==> config.mk <==
export PLATFORM = sky130hd
export DESIGN_NAME = tx_symbol_scheduler
export DESIGN_NICKNAME = d
export VERILOG_FILES = /design/src/rtl/tx_symbol_scheduler.sv
export SDC_FILE = /design/constraint.sdc
export NUM_CORES = 1
export LEC_CHECK = 0
export CORE_ASPECT_RATIO = 1.5
export CORE_MARGIN = 5
export CORE_UTILIZATION = 52
export DETAILED_ROUTE_END_ITERATION = 16
export PLACE_DENSITY = 0.84
export SLEW_MARGIN = 20
export SYNTH_ARGS = -nofsm -noshare
export SYNTH_HDL_FRONTEND = slang
export SYNTH_SLANG_ARGS = --single-unit
==> constraint.sdc <==
create_clock -name INTERCLK -period 4.6 [get_ports INTERCLK]
set_clock_uncertainty 0.2 [all_clocks]
set_input_delay 0.92 -clock INTERCLK [delete_from_list [all_inputs] [get_ports INTERCLK]]
set_output_delay 0.92 -clock INTERCLK [all_outputs]
set_load 0.1 [all_outputs]
==> src/rtl/tx_symbol_scheduler.sv <==
`default_nettype none
// ============================================================================
// Module      : tx_symbol_scheduler
// Description : Transmit-side symbol sequencer in front of the 8b/10b encoder.
//               Round-robin shares the encoder between two packet sources,
//               inserts periodic SKP ordered sets between packets and fills
//               unused cycles with the idle data symbol.
//               Optional compliance pattern generator is compiled in when the
//               macro TX_COMPLIANCE_PATTERN_EN is defined.
// Revision    : 1.0 - initial release
// ============================================================================
module tx_symbol_scheduler #(
  parameter int         SKP_INTERVAL = 1180,  // 16..4095
  parameter int         SKP_COUNT    = 3,     // 1..5
  parameter logic [7:0] IDLE_SYM     = 8'h00
) (
  input  logic       INTERCLK,
  input  logic       Reset,
  input  logic       src0_valid,
  input  logic [7:0] src0_data,
  input  logic       src0_k,
  input  logic       src0_last,
  output logic       src0_ready,
  input  logic       src1_valid,
  input  logic [7:0] src1_data,
  input  logic       src1_k,
  input  logic       src1_last,
  output logic       src1_ready,
  input  logic       compliance_req,
  output logic [7:0] TXDATA,
  output logic       TXDATAK,
  output logic       TXCOMP,
  output logic       skp_active,
  output logic       err_underrun
);

  localparam int         TIMER_W   = 12;
  localparam int         CNT_W     = 3;
  localparam logic [TIMER_W-1:0] TIMER_MAX = TIMER_W'(SKP_INTERVAL - 1);
  localparam logic [CNT_W-1:0]   SKP_LAST  = CNT_W'(SKP_COUNT - 1);
  localparam logic [7:0] COM_SYM   = 8'hBC;   // K28.5
  localparam logic [7:0] SKP_SYM   = 8'h1C;   // K28.0
  localparam logic [7:0] D21_5_SYM = 8'hB5;
  localparam logic [7:0] D10_2_SYM = 8'h4A;

  typedef enum logic [2:0] {
    ST_IDLE    = 3'd0,
    ST_SEND    = 3'd1,
    ST_SKP_COM = 3'd2,
    ST_SKP_SYM = 3'd3,
    ST_COMPL   = 3'd4
  } state_t;

  state_t             state;
  logic               owner;        // 0 = src0, 1 = src1 while in SEND
  logic               rr_ptr;       // source favoured at the next grant
  logic               send_entry;   // first SEND cycle after a grant
  logic [CNT_W-1:0]   skp_cnt;
  logic [1:0]         compl_phase;
  logic [TIMER_W-1:0] skp_timer;
  logic               skp_pending;
  logic               timer_wrap;
  logic               compl_go;

  logic               cur_valid;
  logic [7:0]         cur_data;
  logic               cur_k;
  logic               cur_last;

`ifdef TX_COMPLIANCE_PATTERN_EN
  assign compl_go = compliance_req;
`else
  logic unused_compliance;
  assign unused_compliance = compliance_req;
  assign compl_go          = 1'b0;
`endif

  // Selected source, as seen by the SEND state
  assign cur_valid = owner ? src1_valid : src0_valid;
  assign cur_data  = owner ? src1_data  : src0_data;
  assign cur_k     = owner ? src1_k     : src0_k;
  assign cur_last  = owner ? src1_last  : src0_last;

  // Readiness depends on state only so sources never see a valid->ready loop
  assign src0_ready = (state == ST_SEND) && !send_entry && !owner;
  assign src1_ready = (state == ST_SEND) && !send_entry &&  owner;

  assign timer_wrap = (skp_timer == TIMER_MAX);

  // Free-running SKP interval timer; a wrap leaves at most one pending request
  always_ff @(posedge INTERCLK or negedge Reset) begin
    if (!Reset) begin
      skp_timer   <= '0;
      skp_pending <= 1'b0;
    end else begin
      skp_timer <= timer_wrap ? '0 : skp_timer + 1'b1;
      if (timer_wrap)
        skp_pending <= 1'b1;
      else if (state == ST_SKP_COM)
        skp_pending <= 1'b0;
    end
  end

  // Scheduler FSM with registered encoder-side outputs
  always_ff @(posedge INTERCLK or negedge Reset) begin
    if (!Reset) begin
      state        <= ST_IDLE;
      owner        <= 1'b0;
      rr_ptr       <= 1'b0;
      send_entry   <= 1'b0;
      skp_cnt      <= '0;
      compl_phase  <= 2'd0;
      TXDATA       <= IDLE_SYM;
      TXDATAK      <= 1'b0;
      TXCOMP       <= 1'b0;
      skp_active   <= 1'b0;
      err_underrun <= 1'b0;
    end else begin
      TXDATA     <= IDLE_SYM;
      TXDATAK    <= 1'b0;
      TXCOMP     <= 1'b0;
      skp_active <= 1'b0;
      case (state)
        ST_IDLE: begin
          if (compl_go) begin
            state       <= ST_COMPL;
            compl_phase <= 2'd0;
          end else if (skp_pending) begin
            state <= ST_SKP_COM;
          end else if (src0_valid || src1_valid) begin
            state      <= ST_SEND;
            send_entry <= 1'b1;
            if (rr_ptr)
              owner <= src1_valid ? 1'b1 : 1'b0;
            else
              owner <= src0_valid ? 1'b0 : 1'b1;
          end
        end

        ST_SEND: begin
          if (send_entry) begin
            // Grant bubble: idle symbol goes out, first beat follows
            send_entry <= 1'b0;
          end else if (cur_valid) begin
            TXDATA  <= cur_data;
            TXDATAK <= cur_k;
            if (cur_last) begin
              rr_ptr <= ~owner;
              state  <= skp_pending ? ST_SKP_COM : ST_IDLE;
            end
          end else begin
            // Source starved mid-packet: pad with idle and flag it
            err_underrun <= 1'b1;
          end
        end

        ST_SKP_COM: begin
          TXDATA     <= COM_SYM;
          TXDATAK    <= 1'b1;
          skp_active <= 1'b1;
          skp_cnt    <= '0;
          state      <= ST_SKP_SYM;
        end

        ST_SKP_SYM: begin
          TXDATA     <= SKP_SYM;
          TXDATAK    <= 1'b1;
          skp_active <= 1'b1;
          if (skp_cnt == SKP_LAST)
            state <= ST_IDLE;
          else
            skp_cnt <= skp_cnt + 1'b1;
        end

`ifdef TX_COMPLIANCE_PATTERN_EN
        ST_COMPL: begin
          case (compl_phase)
            2'd0: begin
              TXDATA  <= COM_SYM;
              TXDATAK <= 1'b1;
              TXCOMP  <= 1'b1;
            end
            2'd1: TXDATA <= D21_5_SYM;
            2'd2: begin
              TXDATA  <= COM_SYM;
              TXDATAK <= 1'b1;
            end
            default: TXDATA <= D10_2_SYM;
          endcase
          compl_phase <= compl_phase + 2'd1;
          // Leave only on a set boundary once the request has gone away
          if (compl_phase == 2'd3 && !compliance_req)
            state <= ST_IDLE;
        end
`endif

        default: state <= ST_IDLE;
      endcase
    end
  end

endmodule
`default_nettype wire
==> results.txt, run 1 <==
At the worst endpoint, the required time is 3.48 ns. Based on the critical path, the design can be clocked at up to 276 MHz. The post-route netlist has 7.22% of its cells at a drive strength greater than 1. The nature of the critical path endpoint is a primary output. The internal power component came out at 0.577 mW. After clock tree synthesis, the setup repair step added 0 buffers. The synthesized netlist contains 44 unique library cells. The final routed wire length divided by cell count was 15.7 um; the number of nets in the layout was 207. In this run the static leakage power is 0.877 nW. The run gives 0 as the count of nets left with antenna violations after detail routing. Routability-driven placement finished with a final weighted congestion of 0.790. The clock-pin slew of the registers on the worst-case setup and hold paths is 0.06 ns, and the share of total power consumed by net switching is 45.4%. Entering global routing, the biggest net connects 33 pins. Global-route usage over all layers: 18.5%. Using the TritonRoute via totals, the vias-per-cell ratio works out to 5.52.

The tools report the number of gates resized after cts as 0. In this run the worst hold path is classified as flip-flop to flip-flop. In this run the deepest clock path goes through 2 buffers. At the later pin of the worst-skew pair, clock insertion delay measures 0.28 ns. The worst setup path is of the flip-flop to primary output kind. The core region is 0.00288 mm2. The depth of the CTS H-tree is 2, and the hold-fix buffer count after cts is 0.

The initial antenna violation count is 0, and the cell area power density is 528 mW/mm2. The die is 54.2 um wide. The clock network accounts for 20.7% of the total power. The largest incremental delay on the critical path works out to 1.15 ns.

For the total vias in the final route, the log shows 1,208. The final number of hold-violating endpoints is 0. The worst register-to-register path ends at TXDATA[5]$_DFF_PN0_.

The tools report the global-route wire length before repair as 5600 um. In this run the clock root is driven by a sky130_fd_sc_hd__clkbuf_8. The final max-slew violation count was 0. The number of enable flip-flop cells after synthesis works out to 0.

The sum of routed wire length over all layers came out at 3440 um. For the pin with the worst max-slew slack, the measured transition is 0.997 ns. The run gives 44.5% as the relative contribution of combinational cells to total power. The run gives 0 as the total of warnings raised by yosys. Most numerous cell in the Yosys netlist: sky130_fd_sc_hd__dfrtp_1. Once the floorplan was initialized, standard cells occupied 52.9% of the core. The area growth from synthesis to layout was 31.2%.

Setup violations remaining at the end of the flow were counted as 0. The flow ran to the end, and the final reports show no timing, DRC or antenna violations. The startpoint identified for the worst register-to-register timing path is owner$_DFFE_PN0P_. Number of violations reported at the end of detailed-routing iteration 0: 25. The minimum clock period after layout is 3.63 ns. Of the total power, registers draw 34.8%. The share of async-settable or async-resettable flops after synthesis is 100%, and the final critical-path share of the clock period is 78.9%. The count of buffers from port buffering came out at 36. Across the run, the number of max-cap violations was 0. The sequential area share after synthesis is 52.5%. Following the worst setup path forward leads to its endpoint at src0_ready.

The synthesized instance count was 141; the total iterations of the first detailed-routing run was 4. The total non-filler cell area in the finished layout was 0.00200 mm2; the maximum fanout count along the critical path was 13. Summing all placed instances gives a cell area of 0.00191 mm2. The depth of the worst register-to-register path is 3.

STA puts the critical path data arrival time at 2.51 ns. Headroom to the max-slew limit came out at 33.3%. TritonCTS buffer count: 5. VDD sags by at most 0.000333 V. The tools report the sum of overflow across all layers after global routing as 0.

Sorting the synthesized cells by area gives the leading types as sky130_fd_sc_hd__dfrtp_1 (53%), sky130_fd_sc_hd__mux2i_1 (5.9%), sky130_fd_sc_hd__o21ai_0 (3.3%), sky130_fd_sc_hd__nor2_1 (3.2%), sky130_fd_sc_hd__xor2_1 (2.9%). After synthesis the cells add up to 0.00153 mm2. For the HPWL after detailed placement, the log shows 2620 um. Fill cells in the final layout number 236.

The flop and latch count out of synthesis was 32. The die covers 0.00414 mm2. The cell depth of the worst min-delay path works out to 1. The synthesized design spends more area on one cell type than any other, namely sky130_fd_sc_hd__dfrtp_1. The number of antenna diodes in the final layout is 0. The area share of the largest cell type after synthesis is 52.5%, and the number of placement rows is 24. In this run the worst setup path begins at state[1]$_DFFE_PN0P_. Setup repair after global routing left no endpoint under its margin.

The sort of element at the start of the critical path is a flip-flop. The net count after synthesis is 169. For this design, the slowest cell found on the critical path is sky130_fd_sc_hd__clkdlybuf4s50_1.

The boundary pin count was 39; the number of clock sinks was 32. The average cell area after synthesis is 10.8 um2, and the floorplan die height is 76.3 um. Walking the worst path, the cells encountered are or3b_1 > nor2_1 > clkdlybuf4s50_1.

The number of global-route vias before repair was 1,238; the total negative slack was 0 ns. After synthesis, the most frequently instantiated cells are sky130_fd_sc_hd__dfrtp_1 (32), sky130_fd_sc_hd__nor2_1 (13), sky130_fd_sc_hd__o21ai_0 (10). TritonCTS built the clock tree. The most used flip-flop cell after synthesis is sky130_fd_sc_hd__dfrtp_1. The switching power was 0.480 mW. For this run, design rule violations remaining after detail routing come to 0.

For the register-to-register setup slack, the log shows 2.73 ns.
-- cell type report --
class | instances | area [um2] | share of cell area (%)
sequential | 32 | 801 | 40.0
multi-input combinational | 99 | 678 | 33.9
timing repair buffer | 37 | 368 | 18.4
clock buffer | 8 | 90.1 | 4.50
tap | 39 | 48.8 | 2.44
inverter | 4 | 15.0 | 0.750
-- state kept, by name, summed over array words and instances (netlist names), 2 cells and up --
name,cells
TXDATA,8
skp_cnt,3
skp_timer,12
state,2
-- power by group through the flow --
stage / Clock (mW) / Sequential (mW) / Combinational (mW)
final: 0.219 / 0.367 / 0.471
after global routing: 0.237 / 0.373 / 0.490
after CTS: 0.225 / 0.368 / 0.474
after detailed placement: 0 / 0.373 / 0.474
after global placement: 0 / 0.368 / 0.465
after floorplan: 0 / 0.516 / 0.206
-- per-layer routing --
metal / global-route usage, % / vias up / wire, um
met1: 20.1 / 595 / 1300
met2: 30.5 / 32 / 1880
met4: 7.98 / 0 / 60
met3: 7.24 / 7 / 203
met5: 0 / - / 0
li1: - / 574 / -
-- cell families after synthesis --
family	share of synthesized area, %
buffers and inverters	3.03
other	0.246
XOR/XNOR	4.59
adder cells (fa/ha/maj)	2.46
AO/OA/AOI/OAI	12.0
AND/OR/NAND/NOR	18.5
multiplexers	6.64
flip-flops	52.5
-- worst min path at each step --
stage / startpoint / endpoint / slack [ns]
after floorplan: skp_timer[0]$_DFF_PN0_ / skp_timer[0]$_DFF_PN0_ / 0.23
after global placement: skp_timer[0]$_DFF_PN0_ / skp_timer[0]$_DFF_PN0_ / 0.24
after detailed placement: skp_timer[11]$_DFF_PN0_ / skp_timer[11]$_DFF_PN0_ / 0.27
after CTS: skp_timer[0]$_DFF_PN0_ / skp_timer[0]$_DFF_PN0_ / 0.28
after global routing: skp_timer[0]$_DFF_PN0_ / skp_timer[0]$_DFF_PN0_ / 0.29
final: skp_timer[0]$_DFF_PN0_ / skp_timer[0]$_DFF_PN0_ / 0.28
-- through the flow --
step / hold WS, ns / worst slack (ns) / util (%) / power [mW] / cells
4_1_cts: 0.280 / 0.965 / 69.4 / 1.07 / 219
3_3_place_gp: 0.243 / 1.30 / 66.3 / 0.833 / 211
6_report: 0.277 / 0.971 / 69.4 / 1.06 / 219
2_1_floorplan: 0.233 / 1.44 / - / 0.723 / 141
3_5_place_dp: 0.271 / 1.28 / 66.3 / 0.847 / 211
5_1_grt: 0.292 / 0.872 / 69.4 / 1.10 / 219
-- critical path: cells and delay by family, from the launching register on --
kind	cells	cell delay, ns
flip-flops	1	0.52
AND/OR/NAND/NOR	2	0.56
buffers and inverters	1	1.15
-- placed cells by master (no fill, tap or decap), types with 2 or more instances in the layout --
| cell type | n |
|---|---|
| sky130_fd_sc_hd__dfrtp_1 | 32 |
| sky130_fd_sc_hd__xnor2_1 | 3 |
| sky130_fd_sc_hd__mux2i_1 | 9 |
| sky130_fd_sc_hd__nor2b_1 | 3 |
| sky130_fd_sc_hd__a21oi_1 | 3 |
| sky130_fd_sc_hd__and2_1 | 2 |
| sky130_fd_sc_hd__o2bb2ai_1 | 2 |
| sky130_fd_sc_hd__nand2_1 | 6 |
| sky130_fd_sc_hd__inv_1 | 4 |
| sky130_fd_sc_hd__clkbuf_8 | 6 |
| sky130_fd_sc_hd__clkbuf_1 | 2 |
| sky130_fd_sc_hd__nand4_1 | 2 |
| sky130_fd_sc_hd__nor3_1 | 5 |
| sky130_fd_sc_hd__ha_1 | 3 |
| sky130_fd_sc_hd__xor2_1 | 5 |
| sky130_fd_sc_hd__nor2_1 | 13 |
| sky130_fd_sc_hd__o21ai_0 | 10 |
| sky130_fd_sc_hd__nand3_1 | 4 |
| sky130_fd_sc_hd__clkdlybuf4s50_1 | 36 |
| sky130_fd_sc_hd__a31oi_1 | 5 |
(Power assumes the default switching activity.)
==> run 2, diff against run 1 <==
- CORE_UTILIZATION: 52 -> 43
- PLACE_DENSITY: 0.84 -> 0.74
- clock period: 4.6 -> 3 ns (I/O delays scaled with it)
==> run 2 against run 1 <==
- sequential share of layout area increased by 0.050 points
- critical path type unchanged
- combinational power increased by 64%
- hold slack got worse by 0.012 ns
- worst setup slack got worse by 0.44 ns
==> results.txt, run 2 (synthesis results as in run 1) <==
The internal power component is 0.911 mW (+58%). The number of antenna diodes was 0 (unchanged); the depth of the CTS H-tree was 2 (unchanged). Startpoint of the tightest hold check path: skp_timer[0]$_DFF_PN0_.

The depth of the worst register-to-register path works out to 4 (+1). The cell area power density works out to 825 mW/mm2 (+56%). The ratio of cells with drive above 1 in the final layout works out to 15.6% (+8.3 points). For the number of violations reported at the end of detailed-routing iteration 0, the log shows 47 (+88%).

The final routed wire length divided by cell count works out to 15.2 um (-3.2%). The logs give 39 (unchanged) for the boundary pin count and 215 (+1.9%) for the cell total after placement. The global-route usage over all layers is 15.6% (-2.9 points).

The total negative slack is 0 ns (unchanged), and the number of clock sinks is 32 (unchanged). The run gives 46.8% (+2.3 points) as the relative contribution of combinational cells to total power. The worst setup path is of the flip-flop to primary output kind. The global-route wire length before repair is 5890 um (+5.2%). The tools report the endpoint with the worst hold slack as skp_timer[0]$_DFF_PN0_. Based on the critical path, the design can be clocked at up to 405 MHz.

For the sum of overflow across all layers after global routing, the log shows 0 (unchanged). The final max-slew violation count is 0 (unchanged). Share of power burned in the clock network: 21.1% (+0.4 points). The logs give 0.00200 mm2 (-0.12%) for the total non-filler cell area in the finished layout and 3380 um (-1.8%) for the sum of routed wire length over all layers.

DRC violation count after routing: 0 (unchanged). The count of nets left with antenna violations after detail routing is 0 (unchanged). The tools report the sequential cell area as 801 um2 (unchanged). The minimum clock period after layout was 2.47 ns; the TritonCTS buffer count was 5 (unchanged). Number of global-route vias before repair: 1,357 (+9.6%). The count of buffers from port buffering came out at 36 (unchanged). Number of endpoints failing setup at the final stage: 0 (unchanged). The cell leakage power was 0.911 nW (+3.9%).

The effective utilization at floorplan is 44.7% (-8.3 points). The number of nets in the layout was 208 (+0.48%). The flow ran to the end, and the final reports show no timing, DRC or antenna violations. The utilization after layout was 58.5% (-11 points). The area after detailed placement is 0.00190 mm2 (-0.46%). Setup repair after global routing left no endpoint under its margin. In the final layout, the registers with the most flip-flops are skp_timer (12), TXDATA (8), skp_cnt (3). For the final number of hold-violating endpoints, the log shows 0 (unchanged). The maximum fanout count along the critical path was 13 (unchanged); the switching power was 0.739 mW (+54%). For the portion of total power attributed to sequential cells, the log shows 32.1% (-2.7 points). The share of total power consumed by net switching was 44.8% (-0.66 points); the final critical-path share of the clock period was 82.3%.

In this run the critical register-to-register path is captured at skp_pending$_DFFE_PN0P_. The startpoint identified for the worst register-to-register timing path is skp_timer[0]$_DFF_PN0_. The global placer's final weighted congestion came out at 0.840 (+6.3%). For the insertion delay of the later-clocked pin in the worst-skew pair, the log shows 0.27 ns (about the same). The number of placement rows was 26 (+8.3%); the hold-fix buffer count after cts was 0 (unchanged). The number of flip-flops under the largest register name came out at 12 (unchanged). The most critical setup path has its startpoint at state[1]$_DFFE_PN0P_. The floorplan die height was 82.9 um (+8.7%); the register-to-register setup slack was 1.35 ns (-1.38 ns).

The run gives 0 (unchanged) as the number of gates resized after cts. For the maximum resistive drop on vdd, the log shows 0.000541 V (+63%). The class of the worst hold path was flip-flop to flip-flop. The average via count per standard cell is 5.34 (-3.1%), and the number of standard cells in the final layout excluding fillers is 222 (+1.4%). The master cell of the clock root buffer was sky130_fd_sc_hd__clkbuf_8.

The commonest non-fill, non-tap cell in the layout is sky130_fd_sc_hd__dfrtp_1. TritonCTS built the clock tree. The total iterations of the first detailed-routing run came out at 4 (unchanged). The x dimension of the die is 58.6 um (+8.1%). The HPWL after detailed placement is 2640 um (+0.73%). The cell depth of the worst min-delay path was 1 (unchanged). STA classifies the critical path startpoint as a flip-flop.

For the die area, the log shows 0.00486 mm2 (+17%). The number of setup buffers added after CTS was 0 (unchanged); the number of fill cells in the layout was 313 (+33%). The number of buffers between clock root and the deepest sink is 2 (unchanged). The library cells used most frequently in the layout, excluding fill and tap cells, are sky130_fd_sc_hd__dfrtp_1 (32), sky130_fd_sc_hd__clkdlybuf4s50_1 (23), sky130_fd_sc_hd__buf_4 (14), sky130_fd_sc_hd__nor2_1 (13), sky130_fd_sc_hd__o21ai_0 (10). The logs give 0.00342 mm2 (+18%) for the core outline area and 678 um2 (unchanged) for the area of the multi-input gates. Compared with the post-synthesis result, the final layout area differs by 31.0%. The clock-pin slew of the registers on the worst-case setup and hold paths is 0.06 ns (about the same). The total of max-cap violations was 0 (unchanged); the initial antenna violation count was 0 (unchanged).

The data required time at the worst endpoint came out at 2.20 ns (-1.28 ns). The signal arrival time at the worst endpoint came out at 1.67 ns (-0.84 ns). More flip-flops sit in one register than any other, and that register is skp_timer. The worst slack on hold paths came out at 0.266 ns (-0.0115 ns). The pin count of the biggest net entering global routing was 33 (unchanged). The total vias in the final route came out at 1,186 (-1.8%). Nature of the critical path endpoint: a primary output.
[run 2: final cells by class]
class                   count  share of cell area [%]
repair buffers             38                    17.8
multi-input cells          99                    33.9
well taps                  42                    2.63
clock buffers               7                    4.82
inverters                   4                   0.751
flip-flops and latches     32                    40.1
[run 2: critical path, cell delays in order, from the launching register on]
cell and delay (ns):
sky130_fd_sc_hd__dfrtp_1 0.53, sky130_fd_sc_hd__or3b_1 0.47, sky130_fd_sc_hd__nor2_1 0.19, sky130_fd_sc_hd__buf_12 0.20
[run 2: worst max-delay path by stage]
stage / cells past startpoint / endpoint / slack, ns
finish: 3 / src0_ready / 0.53
global route: 3 / src0_ready / 0.42
CTS: 3 / src0_ready / 0.52
detailed placement: 3 / src0_ready / 0.82
global placement: 3 / src0_ready / 0.84
floorplan: 2 / src0_ready / 0.16
[run 2: routing by layer]
| metal | share of wire, % | track usage (%) | vias up |
|---|---|---|---|
| li1 | - | - | 577 |
| met1 | 36 | 16.3 | 566 |
| met2 | 58 | 27.3 | 37 |
| met3 | 4.1 | 4.50 | 6 |
| met4 | 1.5 | 7.84 | 0 |
| met5 | 0 | 0 | - |
[run 2: power groups by stage]
stage | Clock, mW | Sequential [mW] | Combinational [mW]
after floorplan | 0 | 0.792 | 0.316
after global placement | 0 | 0.534 | 0.769
after detailed placement | 0 | 0.536 | 0.777
after CTS | 0.362 | 0.529 | 0.777
after global routing | 0.387 | 0.537 | 0.810
final | 0.348 | 0.530 | 0.772
[run 2: stage by stage]
step | setup slack [ns] | power (mW)
after floorplan | 0.159 | 1.11
after global placement | 0.838 | 1.30
after detailed placement | 0.825 | 1.31
after CTS | 0.520 | 1.67
after global routing | 0.424 | 1.73
final | 0.532 | 1.65
